$ cat src/rtl/core_mem_arbiter_pkg.sv
// Shared bus typedefs for the core's ibus/dbus ports and the memory arbiter's state/owner enums.
// Latency: n/a (types only).
// Backpressure: n/a.
package core_mem_arbiter_pkg;

    typedef struct packed {
        logic        valid;
        logic [63:0] addr;
    } ibus_req_t;

    typedef struct packed {
        logic        addr_ok;
        logic        data_ok;
        logic [31:0] data;
    } ibus_resp_t;

    typedef struct packed {
        logic        valid;
        logic [63:0] addr;
        logic [2:0]  size;
        logic [7:0]  strobe;
        logic [63:0] data;
    } dbus_req_t;

    typedef struct packed {
        logic        addr_ok;
        logic        data_ok;
        logic [63:0] data;
    } dbus_resp_t;

    typedef enum logic [1:0] {IDLE, REQ, WAIT, RESP} arb_state_t;
    typedef enum logic {OWN_I, OWN_D} arb_owner_t;

    // Instruction fetches are always 32-bit words.
    localparam logic [2:0] MSIZE_WORD = 3'b010;

endpackage

$ cat src/rtl/core_mem_arbiter_arb_priority.sv
// Grant select between ibus and dbus with fixed dbus priority and an ibus starvation cap.
// Latency: grant is combinational; streak counter updates on the granting edge.
// Backpressure: grants only when grant_en (arbiter idle); a losing requester simply stays pending.
module arb_priority #(
    parameter int MAX_D_STREAK = 4,
    parameter int CNT_W        = 3
) (
    input  logic clk,
    input  logic reset,
    input  logic grant_en,
    input  logic ivalid,
    input  logic dvalid,
    output logic gnt_i,
    output logic gnt_d
);

    localparam logic [CNT_W-1:0] STREAK_MAX = CNT_W'(MAX_D_STREAK);

    logic [CNT_W-1:0] streak;
    logic             force_i;

    // dbus wins unless ibus has waited through MAX_D_STREAK consecutive dbus grants.
    always_comb begin
        force_i = ivalid && (streak == STREAK_MAX);
        gnt_d   = grant_en && dvalid && !force_i;
        gnt_i   = grant_en && ivalid && !gnt_d;
    end

    // Count dbus grants made while ibus was waiting; any other grant restarts the count.
    always_ff @(posedge clk or posedge reset) begin
        if (reset) begin
            streak <= '0;
        end else if (gnt_d) begin
            if (!ivalid)
                streak <= '0;
            else if (streak != STREAK_MAX)
                streak <= streak + 1'b1;
        end else if (gnt_i) begin
            streak <= '0;
        end
    end

endmodule

$ cat src/rtl/core_mem_arbiter.sv
// Serialises the core's ibus and dbus onto one single-port memory, one transaction in flight.
// Latency: 4 cycles minimum (grant, request accepted, response, one-cycle RESP to core).
// Backpressure: holds mreq_* stable until mreq_ready; requesters wait in IDLE until granted.
module core_mem_arbiter
    import core_mem_arbiter_pkg::*;
#(
    parameter int MAX_D_STREAK = 4,
    parameter int CNT_W        = 3   // must satisfy MAX_D_STREAK < 2**CNT_W
) (
    input  logic        clk,
    input  logic        reset,
    input  ibus_req_t   ireq,
    output ibus_resp_t  iresp,
    input  dbus_req_t   dreq,
    output dbus_resp_t  dresp,
    output logic        mreq_valid,
    output logic        mreq_is_write,
    output logic [63:0] mreq_addr,
    output logic [2:0]  mreq_size,
    output logic [7:0]  mreq_strobe,
    output logic [63:0] mreq_data,
    input  logic        mreq_ready,
    input  logic        mresp_valid,
    input  logic [63:0] mresp_data
);

    arb_state_t  state, state_nxt;
    arb_owner_t  owner;
    logic        abort;
    logic [63:0] lat_addr, lat_data, lat_rdata;
    logic [2:0]  lat_size;
    logic [7:0]  lat_strobe;
    logic        gnt_i, gnt_d;
    logic        owner_valid, resp_ok;

    assign owner_valid = (owner == OWN_I) ? ireq.valid : dreq.valid;

    arb_priority #(
        .MAX_D_STREAK(MAX_D_STREAK),
        .CNT_W       (CNT_W)
    ) u_prio (
        .clk     (clk),
        .reset   (reset),
        .grant_en(state == IDLE),
        .ivalid  (ireq.valid),
        .dvalid  (dreq.valid),
        .gnt_i   (gnt_i),
        .gnt_d   (gnt_d)
    );

    // State register.
    always_ff @(posedge clk or posedge reset) begin
        if (reset) state <= IDLE;
        else       state <= state_nxt;
    end

    // Next state plus all core/memory facing outputs.
    always_comb begin
        state_nxt = state;
        case (state)
            IDLE:    if (gnt_i || gnt_d) state_nxt = REQ;
            REQ:     if (mreq_ready)     state_nxt = WAIT;
            WAIT:    if (mresp_valid)    state_nxt = RESP;
            RESP:    state_nxt = IDLE;
            default: state_nxt = IDLE;
        endcase

        // A requester that dropped valid mid-transaction gets no handshake back.
        resp_ok       = (state == RESP) && !abort && owner_valid;
        mreq_valid    = (state == REQ);
        mreq_is_write = |lat_strobe;
        mreq_addr     = lat_addr;
        mreq_size     = lat_size;
        mreq_strobe   = lat_strobe;
        mreq_data     = lat_data;

        iresp = '0;
        dresp = '0;
        if (resp_ok && owner == OWN_I) begin
            iresp.addr_ok = 1'b1;
            iresp.data_ok = 1'b1;
            iresp.data    = lat_addr[2] ? lat_rdata[63:32] : lat_rdata[31:0];
        end
        if (resp_ok && owner == OWN_D) begin
            dresp.addr_ok = 1'b1;
            dresp.data_ok = 1'b1;
            dresp.data    = lat_rdata;
        end
    end

    // Capture the winning request on grant and the memory read data on response.
    always_ff @(posedge clk or posedge reset) begin
        if (reset) begin
            owner      <= OWN_I;
            lat_addr   <= '0;
            lat_size   <= '0;
            lat_strobe <= '0;
            lat_data   <= '0;
            lat_rdata  <= '0;
        end else if (gnt_d) begin
            owner      <= OWN_D;
            lat_addr   <= dreq.addr;
            lat_size   <= dreq.size;
            lat_strobe <= dreq.strobe;
            lat_data   <= dreq.data;
        end else if (gnt_i) begin
            owner      <= OWN_I;
            lat_addr   <= ireq.addr;
            lat_size   <= MSIZE_WORD;
            lat_strobe <= '0;
            lat_data   <= '0;
        end else if (state == WAIT && mresp_valid) begin
            lat_rdata  <= mresp_data;
        end
    end

    // Remember an owner valid drop anywhere in REQ..RESP; forget it on return to IDLE.
    always_ff @(posedge clk or posedge reset) begin
        if (reset)
            abort <= 1'b0;
        else if (state_nxt == IDLE)
            abort <= 1'b0;
        else if (state != IDLE && !owner_valid)
            abort <= 1'b1;
    end

endmodule

$ cat config.mk
export PLATFORM = sky130hd
export DESIGN_NAME = core_mem_arbiter
export DESIGN_NICKNAME = d
export VERILOG_FILES = /design/src/rtl/core_mem_arbiter_pkg.sv /design/src/rtl/core_mem_arbiter_arb_priority.sv /design/src/rtl/core_mem_arbiter.sv
export SDC_FILE = /design/constraint.sdc
export NUM_CORES = 1
export LEC_CHECK = 0
export CAP_MARGIN = 5
export CORE_AREA = 2 2 198 200
export DETAILED_ROUTE_END_ITERATION = 8
export DIE_AREA = 0 0 200 202
export PLACE_DENSITY_LB_ADDON = 0.3
export SYNTH_ARGS = -nofsm -noshare
export SYNTH_HDL_FRONTEND = slang
export SYNTH_SLANG_ARGS = --single-unit
$ cat constraint.sdc
create_clock -name clk -period 11.3 [get_ports clk]
set_clock_uncertainty 0.1 [all_clocks]
set_input_delay 3.39 -clock clk [delete_from_list [all_inputs] [get_ports clk]]
set_output_delay 3.39 -clock clk [all_outputs]
set_load 0.05 [all_outputs]
==> metrics.csv <==
stage;metric;value;unit
run_status;status;completed;
yosys;synthMostInstantiatedCell;dfrtp_1;
clock_tree;insertion_delay;520;ps
die;row_count;72;
yosys;synthXorXnorAreaFrac;0;
yosys;synth.distinct_cells;31;
grt;grt_use_total;0.164;
worst_setup_path;path_common_cell;clkdlybuf4s50_1;
grt;grt_max_degree;144;
yosys;yosys-top-cells-area;dfrtp_1 (51%), mux2_2 (14%), mux2_4 (8.8%), a31o_2 (6.3%), and3_1 (4.6%);
worst_setup_path;worst_setup_path_start_kind;input pin;
placed_design;dp_hpwl;24.0;mm
yosys;synth_cells;794;
yosys;syn_area_per_cell;12.9;um2
clock_tree;holdBufCountCts;0;
yosys;synthAdderAreaFrac;0.00245;
sta;slew_viol_final;0;
grt;antenna_found_initial;1;
route;dr.pass1.iters;4;
min_path;min_from;mreq_data[62];
sta;tns;0;ps
worst_setup_path;worstPathArrival;5740;ps
cells_and_area;post-route-util;0.433;
die;coreArea;38300;um2
cells_and_area;drive_gt1_frac;0.246;
yosys;synth.net_count;1069;
worst_setup_path;path_class;input pin to output pin;
min_path;hold_class;flop to flop;
route;drt_iter0_drc;241;
clock_tree;cts_tree;built;
yosys;synth_top_area_share;0.514;
clock_tree;htreeDepth;1;
yosys;yosys-top-cells-count;dfrtp_1 (210), mux2_2 (129), and3_1 (75), a31o_2 (74), and2_1 (64);
sta;setup-violations-final;0;
cells_and_area;finalInstanceArea;16600;um2
sta;tightest_slew;995;ps
route;drc;0;
clock_tree;cts_root_buf;clkbuf_16;
sta;min_period_over_period;0.817;
grt;gr-total-overflow;0;
cells_and_area;layout.nets;1547;
placed_design;place_area;15800;um2
sta;finalHoldViolations;0;
route;ant_nets;0;
die;die-area;40400;um2
sta;period_minus_slack;9230;ps
yosys;synth_area;10200;um2
yosys;synthSimpleGateAreaFrac;0.111;
clock_tree;clk_pin_slew;60;ps
yosys;synthFlopType;dfrtp_1;
worst_setup_path;rr_startpoint;u_prio.streak[0];
die;initial_core_util;0.267;
yosys;yosysSeqAreaShare;0.514;
pwr;p_per_area;280;nW/um2
worst_setup_path;cpPeakStageDelay;830;ps
yosys;synth_compound_area_frac;0.0676;
placed_design;place.gp.congestion;0.748;
placed_design;io_buffers;513;
pwr;peakVddDrop;0.157;mV
route;vias_per_cell;4.50;
yosys;synth-edff-count;0;
worst_setup_path;endpoint_kind;output pin;
die;die_y;202;um
worst_setup_path;critPathSlowestCell;clkdlybuf4s50_1;
clock_tree;cts_made_buffers;25;
route;wl_per_cell;18.9;um
sta;max_freq;108;MHz
yosys;synth-seq-cells;210;
die;die_w;200;um
grt;grt_pass1_vias;8828;
clock_tree;clk_path_buf_depth;3;
sta;slew_headroom;0.336;
yosys;synth_top_family_by_area;multiplexers;
clock_tree;post_cts_resized;0;
route;finalWirelength;34.2;mm
cells_and_area;nFillCells;3613;
worst_setup_path;path_max_fanout;33;
yosys;ys_async_sr_fraction;1.00;
clock_tree;cts_setup_buffers;0;
yosys;yosys-mux-area-fraction;0.268;
die;io_pins;514;
cells_and_area;syn2layout_area_growth;62.1;%
worst_setup_path;required;7810;ps
clock_tree;clock_sinks;210;
pwr;report.power.total;0.00464;W
worst_setup_path;crit_start;ireq[64];
worst_setup_path;r2r_slack;7820;ps
yosys;yosys_warnings;0;
yosys;synth_top_area_cell;dfrtp_1;
sta;rsz0062_at_grt;no;
pwr;p_leak;7.31;nW
worst_setup_path;crit_chain;clkdlybuf4s50_1 > nand2b_1 > or3_1 > buf_4 > nor2_1 > clkdlybuf4s50_1;
route;vias;8134;
grt;grt_pass1_wl;51.7;mm
job;maxCapViolCount;0;
==> metal layers <==
| metal | up-vias | global-route usage | share of wire |
|---|---|---|---|
| met1 | 3982 | 0.186 | 0.38 |
| met3 | 51 | 0.0577 | 0.10 |
| met5 | - | 0 | 0 |
| met2 | 323 | 0.287 | 0.49 |
| met4 | 0 | 0.0487 | 0.025 |
| li1 | 3778 | - | - |
==> flip-flops by register name, indices dropped and copies added, names as in the netlist <==
name / flops
owner: 1
mreq_strobe: 8
mreq_addr: 64
lat_rdata: 64
mreq_data: 64
u_prio.streak: 3
abort: 1
state: 2
mreq_size: 3
==> area by class of cell <==
type / instances / area (um2) / area share
diodes: 1 / 2.50 / 0.000151
well taps: 518 / 648 / 0.0391
repair buffers: 523 / 5220 / 0.315
clock inverters: 3 / 40.0 / 0.00242
flip-flops and latches: 210 / 5260 / 0.317
inverters: 4 / 22.5 / 0.00136
clock buffers: 39 / 758 / 0.0458
multi-input cells: 508 / 4620 / 0.279
==> power by group <==
group	total, W	switching, W	internal (W)
logic	0.00252	0.00141	0.00110
registers	0.00134	0.000233	0.00110
clock network	0.000791	0.000313	0.000478
==> path summary, 6_finish.rpt <==
kind	depth (start not counted)	end
worst max-delay path	6	iresp[30]
worst max register to register	7	mreq_addr[14]
worst min-delay path	1	mreq_data[62]
max in group asynchronous	3	mreq_data[53]
min in group asynchronous	2	mreq_addr[45]
worst min register to register	1	mreq_data[62]
==> cells by family (layout without fill, tap and decap cells) <==
kind of cell	Yosys count	count (layout)
buffers and inverters	76	569
AND/OR/NAND/NOR	199	199
adder cells (fa/ha/maj)	2	2
multiplexers	227	227
flip-flops	210	210
other	0	1
AO/OA/AOI/OAI	80	80
==> metrics by stage <==
stage / std cells / setup slack, ps / hold WS (ps)
final: 1806 / 2070 / 406
after global routing: 1805 / 1960 / 417
after CTS: 1805 / 2070 / 411
after detailed placement: 1763 / 2070 / 395
after global placement: 1763 / 2110 / 391
after floorplan: 794 / 2070 / 360
==> placed cells by master, fill, tap and decap left out, types with 25 or more instances in the layout <==
cell	netlist	routed
a31o_2	74	74
mux2_4	60	60
clkdlybuf4s50_1	0	513
nor2_1	33	33
clkbuf_16	0	25
and2_1	64	64
and3_1	75	75
dfrtp_1	210	209
mux2_2	129	129
mux2i_1	34	34
==> worst max-delay path, delay by kind of cell <==
| family | cells | cell delay (ps) |
|---|---|---|
| buffers and inverters | 3 | 1740 |
| AND/OR/NAND/NOR | 3 | 600 |
No activity file was read; power rests on OpenSTA's default activity.
